## config.mk

```make
export PLATFORM = sky130hd
export DESIGN_NAME = io_input_ctrl
export DESIGN_NICKNAME = d
export VERILOG_FILES = /design/src/rtl/io_input_ctrl.sv
export SDC_FILE = /design/constraint.sdc
export NUM_CORES = 1
export LEC_CHECK = 0
export CAP_MARGIN = 20
export CORE_AREA = 2 2 82 84
export DETAILED_ROUTE_END_ITERATION = 7
export DIE_AREA = 0 0 84 86
export PLACE_DENSITY = 0.75
export SYNTH_ARGS = -nofsm -noshare
export SYNTH_HDL_FRONTEND = slang
export SYNTH_SLANG_ARGS = --single-unit
```

## constraint.sdc

```tcl
create_clock -name clock -period 1.7 [get_ports clock]
set_input_delay 0.17 -clock clock [delete_from_list [all_inputs] [get_ports clock]]
set_output_delay 0.17 -clock clock [all_outputs]
set_load 0.02 [all_outputs]
```

## src/rtl/io_input_ctrl.sv

```systemverilog
`timescale 1ns/1ps
`default_nettype none
// ============================================================================
// Module      : io_input_ctrl
// Description : Synchronises and debounces two external switch/button ports
//               for the CPU IO read mux (0x80 / 0x84). Optional macro
//               EDGE_CAPTURE_EN adds port-0 rising-edge flags plus an irq.
// Revision    : 1.0 - initial release
// ============================================================================
module io_input_ctrl #(
    parameter int WIDTH     = 8,
    parameter int DB_CYCLES = 16
) (
    input  logic             clock,
    input  logic             resetn,
    input  logic [WIDTH-1:0] raw0,
    input  logic [WIDTH-1:0] raw1,
    input  logic             rd_en,
    input  logic [31:0]      rd_addr,
    output logic [31:0]      in_port0,
    output logic [31:0]      in_port1,
    output logic             irq
);

    localparam logic [7:0] C_CNT_MAX = 8'(DB_CYCLES - 1);

    // Index 0 is port 0, index 1 is port 1.
    logic [1:0][WIDTH-1:0] sync1_q;
    logic [1:0][WIDTH-1:0] sync2_q;
    logic [1:0][WIDTH-1:0] stable_q;
    logic [1:0][WIDTH-1:0] stable_d;
    logic [1:0][7:0]       cnt_q;
    logic [1:0][7:0]       cnt_d;
    logic [WIDTH-1:0]      w_rise0;
    logic [WIDTH-1:0]      w_flags;
    logic                  w_unused_rd;

    // A mismatch keeps counting even if sync2 wanders; only equality clears it.
    always_comb begin
        stable_d = stable_q;
        cnt_d    = cnt_q;
        for (int p = 0; p < 2; p++) begin
            if (sync2_q[p] == stable_q[p]) begin
                cnt_d[p] = '0;
            end else if (cnt_q[p] < C_CNT_MAX) begin
                cnt_d[p] = cnt_q[p] + 8'd1;
            end else begin
                stable_d[p] = sync2_q[p];
                cnt_d[p]    = '0;
            end
        end
    end

    always_ff @(posedge clock) begin
        if (!resetn) begin
            sync1_q  <= '0;
            sync2_q  <= '0;
            stable_q <= '0;
            cnt_q    <= '0;
        end else begin
            sync1_q  <= {raw1, raw0};
            sync2_q  <= sync1_q;
            stable_q <= stable_d;
            cnt_q    <= cnt_d;
        end
    end

    assign w_rise0 = stable_d[0] & ~stable_q[0];

`ifdef EDGE_CAPTURE_EN
    logic [WIDTH-1:0] eflag_q;
    logic [WIDTH-1:0] eflag_d;
    logic             irq_q;
    logic             w_rd_clear;

    assign w_rd_clear = rd_en && rd_addr[7] && (rd_addr[6:2] == 5'd1);
    // A rise arriving with a clearing read survives the clear.
    assign eflag_d    = (w_rd_clear ? '0 : eflag_q) | w_rise0;

    always_ff @(posedge clock) begin
        if (!resetn) begin
            eflag_q <= '0;
            irq_q   <= 1'b0;
        end else begin
            eflag_q <= eflag_d;
            irq_q   <= |eflag_d;
        end
    end

    assign w_flags = eflag_q;
    assign irq     = irq_q;
`else
    assign w_flags = w_rise0 & '0;
    assign irq     = 1'b0;
`endif

    assign w_unused_rd = ^{rd_en, rd_addr};

    always_comb begin
        in_port0              = '0;
        in_port0[WIDTH-1:0]   = stable_q[0];
        in_port1              = '0;
        in_port1[WIDTH-1:0]   = stable_q[1];
        in_port1[15+WIDTH:16] = w_flags;
    end

endmodule
`default_nettype wire

```

==> results of run 1 <==
logic make-up after synthesis:
group / count (synthesis)
and+or+nand+nor: 84
buffers and inverters: 61
DFF: 64
other: 1
adders and majority gates: 2
xor gates and xnor gates: 20
muxes: 16
AOI/OAI and AO/OA: 4
metal layers:
metal  vias to the layer above  routed length, µm
met5                         -                  0
met4                         0                 61
met3                         4                190
li1                        778                  -
met2                        39               1627
met1                       639               1484
state kept, by name, summed over array words and instances (netlist names):
signal and flops:
in_port1 8, in_port0 8, cnt_q 16, sync1_q 16, sync2_q 16
layout make-up:
type,instances,area (µm²)
clock buffers,9,123.9
clock inverters,7,96.34
fillers,610,3301
inverters,3,11.26
multi-input cells,183,1027
flip-flops and latches,64,1281
well taps,77,96.34
repair buffers,35,340.3
power by group:
group	internal [mW]	leakage (nW)	total (mW)	switching, mW
combinational	0.144	0.694	0.358	0.214
sequential	1.56	0.527	1.59	0.0320
clock	0.823	0.101	1.38	0.558
worst max path at each step:
stage                        endpoint  cells after the start         from  slack [ns]
after floorplan           in_port1[0]                      5  in_port1[6]        0.27
after global placement    in_port0[3]                      3     cnt_q[6]        0.19
after detailed placement  in_port0[4]                      3     cnt_q[6]        0.17
after CTS                 in_port0[0]                      1  in_port0[0]        0.15
after global routing      in_port0[0]                      1  in_port0[0]        0.11
final                     in_port1[0]                      1  in_port1[0]        0.19
cells in the mapped netlist:
library cell,instances
ha_1,2
and3_1,1
buf_6,1
or4_4,1
o21ai_0,1
mux2i_1,16
o22a_1,1
nor4_1,3
xor2_1,10
buf_4,49
nor3_1,1
buf_2,1
nand3_1,3
nor2_1,8
nand4_1,2
dfxtp_1,64
xnor2_1,10
and2_1,32
a21boi_0,1
clkbuf_1,7
conb_1,1
inv_1,3
nand2_1,33
a211o_1,1
==> load_flow_metrics.sql, run 1 <==
INSERT INTO impl_metrics (metric_group, metric, value, unit) VALUES
('worst_setup_path', 'cp.required', '1.53', 'ns'),
('final_layout', 'layout_common_cells', 'dfxtp_1 (64), conb_1 (57), nand2_1 (33)', ''),
('worst_setup_path', 'critPathCaptureType', 'output port', ''),
('die', 'ioPinCount', '116', ''),
('grt', 'antenna_found_initial', '0', ''),
('synthesis', 'synth.yosys.warnings', '0', ''),
('final_layout', 'nets', '349', ''),
('detailed_routing', 'via_count', '1460', ''),
('synthesis', 'synth_area_per_cell', '10.00', 'µm²'),
('sta', 'worst_setup_slack_after_layout', '0.1932', 'ns'),
('synthesis', 'yosysTopAreaCellShare', '50.84', '%'),
('synthesis', 'synth_cell_types', '24', ''),
('detailed_routing', 'drt_pass1_iterations', '5', ''),
('sta', 'finalHoldViolations', '0', ''),
('pwr', 'pwr_density_cell', '1120', 'mW/mm²'),
('clock_tree', 'clkSlewWorstSetupHoldPaths', '0.07', 'ns'),
('sta', 'setup_violations', '0', ''),
('final_layout', 'antennaDiodeCount', '0', ''),
('placement', 'pre_cts_setup_slack', '0.1734', 'ns'),
('clock_tree', 'clkSinkCount', '64', ''),
('detailed_routing', 'via_per_inst', '3.862', ''),
('synthesis', 'cell_count_after_synthesis', '252', ''),
('pwr', 'p_leak', '1.322', 'nW'),
('grt', 'global_route.usage.total', '10.31', '%'),
('synthesis', 'dominant_combinational_cell_family_by_area_after_synthesis', 'simple AND/OR/NAND/NOR gates', ''),
('final_layout', 'layout-drive-gt1-share', '6.645', '%'),
('detailed_routing', 'ant_nets', '0', ''),
('min_path', 'hold_path_end', 'cnt_q[8]', ''),
('run_status', 'outcome', 'finished clean', ''),
('detailed_routing', 'route.detailed.wl_per_inst', '8.897', 'µm'),
('grt', 'met3_usage', '5.005', '%'),
('die', 'start_util', '40.14', '%'),
('worst_setup_path', 'critical_path_arrival', '1.34', 'ns'),
('final_layout', 'layout_commonest_cell', 'dfxtp_1', ''),
('sta', 'drv_slew', '0', ''),
('grt', 'global_route.usage.met1', '10.13', '%'),
('placement', 'dp_cells', '362', ''),
('synthesis', 'synth_xor_xnor_area_share', '6.951', '%'),
('synthesis', 'post_synth_fa_ha_maj_area_fraction', '0.9930', '%'),
('min_path', 'holdPathStages', '4', ''),
('placement', 'gp_routability_congestion', '0.7050', ''),
('sta', 'final.setup_skew', '0.007777', 'ns'),
('die', 'die_h', '86', 'µm'),
('sta', 'grt_setup_unrepaired', 'no', ''),
('final_layout', 'layout-area-overhead-vs-synth', '18.12', '%'),
('job', 'max_cap_violation_count', '0', ''),
('synthesis', 'synthesis.area', '0.002520', 'mm²'),
('min_path', 'hold_start', 'resetn', ''),
('die', 'dieArea', '0.007224', 'mm²'),
('worst_setup_path', 'worstReg2RegStart', 'cnt_q[6]', ''),
('die', 'row_count', '29', ''),
('clock_tree', 'cts.repair.resized', '0', ''),
('worst_setup_path', 'rr_endpoint', 'in_port0[7]', ''),
('pwr', 'power.total', '3.334', 'mW'),
('worst_setup_path', 'sum_of_buffers_and_inverters_on_the_critical_path', '1', ''),
('synthesis', 'largest_area_contributor_in_the_synthesized_netlist', 'dfxtp_1', ''),
('clock_tree', 'tritoncts_clock_tree', 'yes', ''),
('placement', 'place_hpwl', '2482', 'µm'),
('grt', 'global_route.overflow_total', '0', ''),
('worst_setup_path', 'critical-path-slowest-cell', 'clkdlybuf4s50_1', ''),
('worst_setup_path', 'cp_slowest_stage_delay', '0.63', 'ns'),
('synthesis', 'simple_logic_cell_fraction_of_the_synthesized_area', '16.78', '%'),
('worst_setup_path', 'r2r_slack', '0.19', 'ns'),
('synthesis', 'synth_compound_gate_area_share', '1.192', '%'),
('detailed_routing', 'drc', '0', ''),
('synthesis', 'yosys-top-cells-area', 'dfxtp_1 (51%), buf_4 (15%), and2_1 (7.9%)', ''),
('final_layout', 'final_core_utilization', '47.42', '%'),
('worst_setup_path', 'critical_path.top_delay_family', 'buffers and inverters', ''),
('worst_setup_path', 'timing.critical_path.cells', 'clkdlybuf4s50_1', ''),
('final_layout', 'finish.instance_area', '0.002977', 'mm²'),
('detailed_routing', 'detailedRoute.firstIterationViolations', '25', '');
Note: power is estimated with default switching activity, not from simulation.
==> inputs of run 2 (changes only) <==
- GPL_ROUTABILITY_DRIVEN: unset -> 0
- GPL_TIMING_DRIVEN: unset -> 0
- SLEW_MARGIN: unset -> 20
==> load_flow_metrics.sql, run 2 (synthesis gave the netlist of run 1 again) <==
INSERT INTO impl_metrics (metric_group, metric, value, unit) VALUES
('die', 'dieArea', '0.007224', 'mm²'),
('clock_tree', 'clock_tree.htree_level_count', '3', ''),
('clock_tree', 'cts.repair.resized', '0', ''),
('sta', 'finalWorstPathRequiredPeriod', '1.523', 'ns'),
('pwr', 'power.total', '3.408', 'mW'),
('grt', 'global_route.usage.total', '11.30', '%'),
('die', 'core_area', '0.006277', 'mm²'),
('worst_setup_path', 'critPathCaptureType', 'flip-flop', ''),
('sta', 'finalCritPeriodShare', '89.59', '%'),
('detailed_routing', 'drt_pass1_iterations', '4', ''),
('placement', 'place_hpwl', '3111', 'µm'),
('die', 'row_count', '29', ''),
('sta', 'setup_violations', '0', ''),
('final_layout', 'final_cell_count_no_fill', '434', ''),
('placement', 'area_post_placement', '0.003157', 'mm²'),
('sta', 'final.setup.tns', '0', 'ns'),
('worst_setup_path', 'cp_slowest_stage_delay', '0.40', 'ns'),
('placement', 'dp_cells', '418', ''),
('placement', 'numPortBuffers', '33', ''),
('final_layout', 'layout-area-overhead-vs-synth', '33.86', '%'),
('pwr', 'pwr_density_cell', '1010', 'mW/mm²'),
('sta', 'drv_slew', '0', ''),
('job', 'max_cap_violation_count', '0', ''),
('grt', 'grt_pass1_wl', '6230', 'µm'),
('clock_tree', 'post_cts_setup_buffers', '0', ''),
('clock_tree', 'worst_skew_pair.late_latency', '0.32', 'ns'),
('worst_setup_path', 'cp.required', '1.90', 'ns'),
('worst_setup_path', 'criticalPathCategory', 'reg -> reg', ''),
('grt', 'first_global_vias', '1401', ''),
('final_layout', 'finish.instance_area', '0.003373', 'mm²'),
('worst_setup_path', 'timing.critical_path.cells', 'xor2_1 > nor4_1 > a21boi_0 > buf_2 > mux2i_1', ''),
('sta', 'grt_setup_unrepaired', 'no', ''),
('worst_setup_path', 'cp_launch_type', 'flip-flop', ''),
('detailed_routing', 'via_per_inst', '3.774', ''),
('die', 'ioPinCount', '116', ''),
('worst_setup_path', 'critical-path-slowest-cell', 'nor4_1', ''),
('final_layout', 'layout_commonest_cell', 'dfxtp_1', ''),
('detailed_routing', 'drc', '0', ''),
('min_path', 'worstHoldPathType', 'in -> reg', ''),
('detailed_routing', 'ant_nets', '0', ''),
('pwr', 'vdd_ir_drop_max', '0.4851', 'mV'),
('grt', 'global_route.overflow_total', '0', ''),
('clock_tree', 'cts.path.max_buffers', '2', ''),
('clock_tree', 'ctsRootBufferMaster', 'clkbuf_8', ''),
('sta', 'final.setup_skew', '0.003765', 'ns'),
('run_status', 'outcome', 'finished clean', ''),
('die', 'die_h', '86', 'µm'),
('sta', 'finalHoldViolations', '0', ''),
('die', 'start_util', '40.14', '%'),
('final_layout', 'final-seq-area', '0.001281', 'mm²'),
('grt', 'antenna_found_initial', '0', ''),
('worst_setup_path', 'critical_path_peak_fanout', '8', ''),
('detailed_routing', 'route.detailed.wl_per_inst', '9.131', 'µm'),
('final_layout', 'layout-drive-gt1-share', '19.05', '%'),
('final_layout', 'nets', '405', ''),
('die', 'floorplan.die.width', '84', 'µm'),
('clock_tree', 'cts_buffers', '9', ''),
('clock_tree', 'clkSinkCount', '64', ''),
('final_layout', 'nFillCells', '577', ''),
('clock_tree', 'clkSlewWorstSetupHoldPaths', '0.07', 'ns'),
('final_layout', 'layout_top_registers', 'cnt_q (16), sync1_q (16), sync2_q (16)', ''),
('grt', 'maximum_number_of_pins_on_one_net_before_global_route_repair', '12', ''),
('detailed_routing', 'detail_route.wirelength', '3963', 'µm'),
('final_layout', 'layout_common_cells', 'dfxtp_1 (64), conb_1 (57), buf_4 (49)', ''),
('pwr', 'p_leak', '1.605', 'nW'),
('detailed_routing', 'via_count', '1638', ''),
('clock_tree', 'cts_hold_buf', '0', ''),
('detailed_routing', 'detailedRoute.firstIterationViolations', '74', ''),
('final_layout', 'multiInputGateArea', '0.001027', 'mm²'),
('final_layout', 'antennaDiodeCount', '0', ''),
('sta', 'timing.fmax', '656.6', 'MHz'),
('final_layout', 'final_core_utilization', '53.74', '%'),
('worst_setup_path', 'critical_path_arrival', '1.73', 'ns'),
('clock_tree', 'tritoncts_clock_tree', 'yes', '');
==> run 2: cell types whose count changed in the layout (fill, tap and decap cells not counted), sizes merged <==
cell           previous run  this run
buf                       3        51
clkbuf                    9        19
clkinvlp                  3         1
bufinv                    2         1
clkdlybuf4s50            32        33
==> run 2: report_power, final <==
| group | total [mW] | switching, mW | internal [mW] |
|---|---|---|---|
| sequential | 1.60 | 0.0333 | 1.56 |
| combinational | 0.462 | 0.235 | 0.227 |
| clock | 1.35 | 0.553 | 0.797 |
==> run 2: through the flow <==
stage | hold slack, ns | setup slack, ns
after detailed placement | 0.4215 | -0.07659
after CTS | 0.4020 | 0.1623
after global routing | 0.4070 | 0.06107
final | 0.4226 | 0.1769
after global placement | 0.4161 | -0.04141
after floorplan | 0.2973 | 0.2741
==> run 2: worst max-delay path, delay by kind of cell, from the launching register on <==
kind | cells | cell delay (ns)
AO/OA/AOI/OAI | 1 | 0.14
XOR/XNOR | 1 | 0.16
buffers and inverters | 1 | 0.23
flip-flops | 1 | 0.33
multiplexers | 1 | 0.14
AND/OR/NAND/NOR | 1 | 0.40
==> run 2: path summary, 6_finish.rpt <==
check	startpoint	to	slack [ns]	cells after the start
max	in_port1[6]	in_port1[7]	0.18	5
min	raw0[1]	sync1_q[1]	0.42	2
max reg2reg	in_port1[6]	in_port1[7]	0.18	5
min reg2reg	sync1_q[5]	sync2_q[5]	0.43	1
==> run 2: cell type report <==
| cell class | instances | share of cell area, % |
|---|---|---|
| sequential | 64 | 37.98 |
| multi-input combinational | 183 | 30.45 |
| buffer | 58 | 12.17 |
| timing repair buffer | 33 | 9.792 |
| clock buffer | 12 | 4.896 |
| tap | 77 | 2.856 |
| clock inverter | 4 | 1.521 |
| inverter | 3 | 0.3338 |
==> run 2: layer usage <==
metal  track usage, %  share of wire, %  vias up
li1                 -                 -      884
met1            12.02                42      713
met2            19.13                51       39
met3            4.427               6.2        2
met4            6.598              0.96        0
met5                0                 0        -
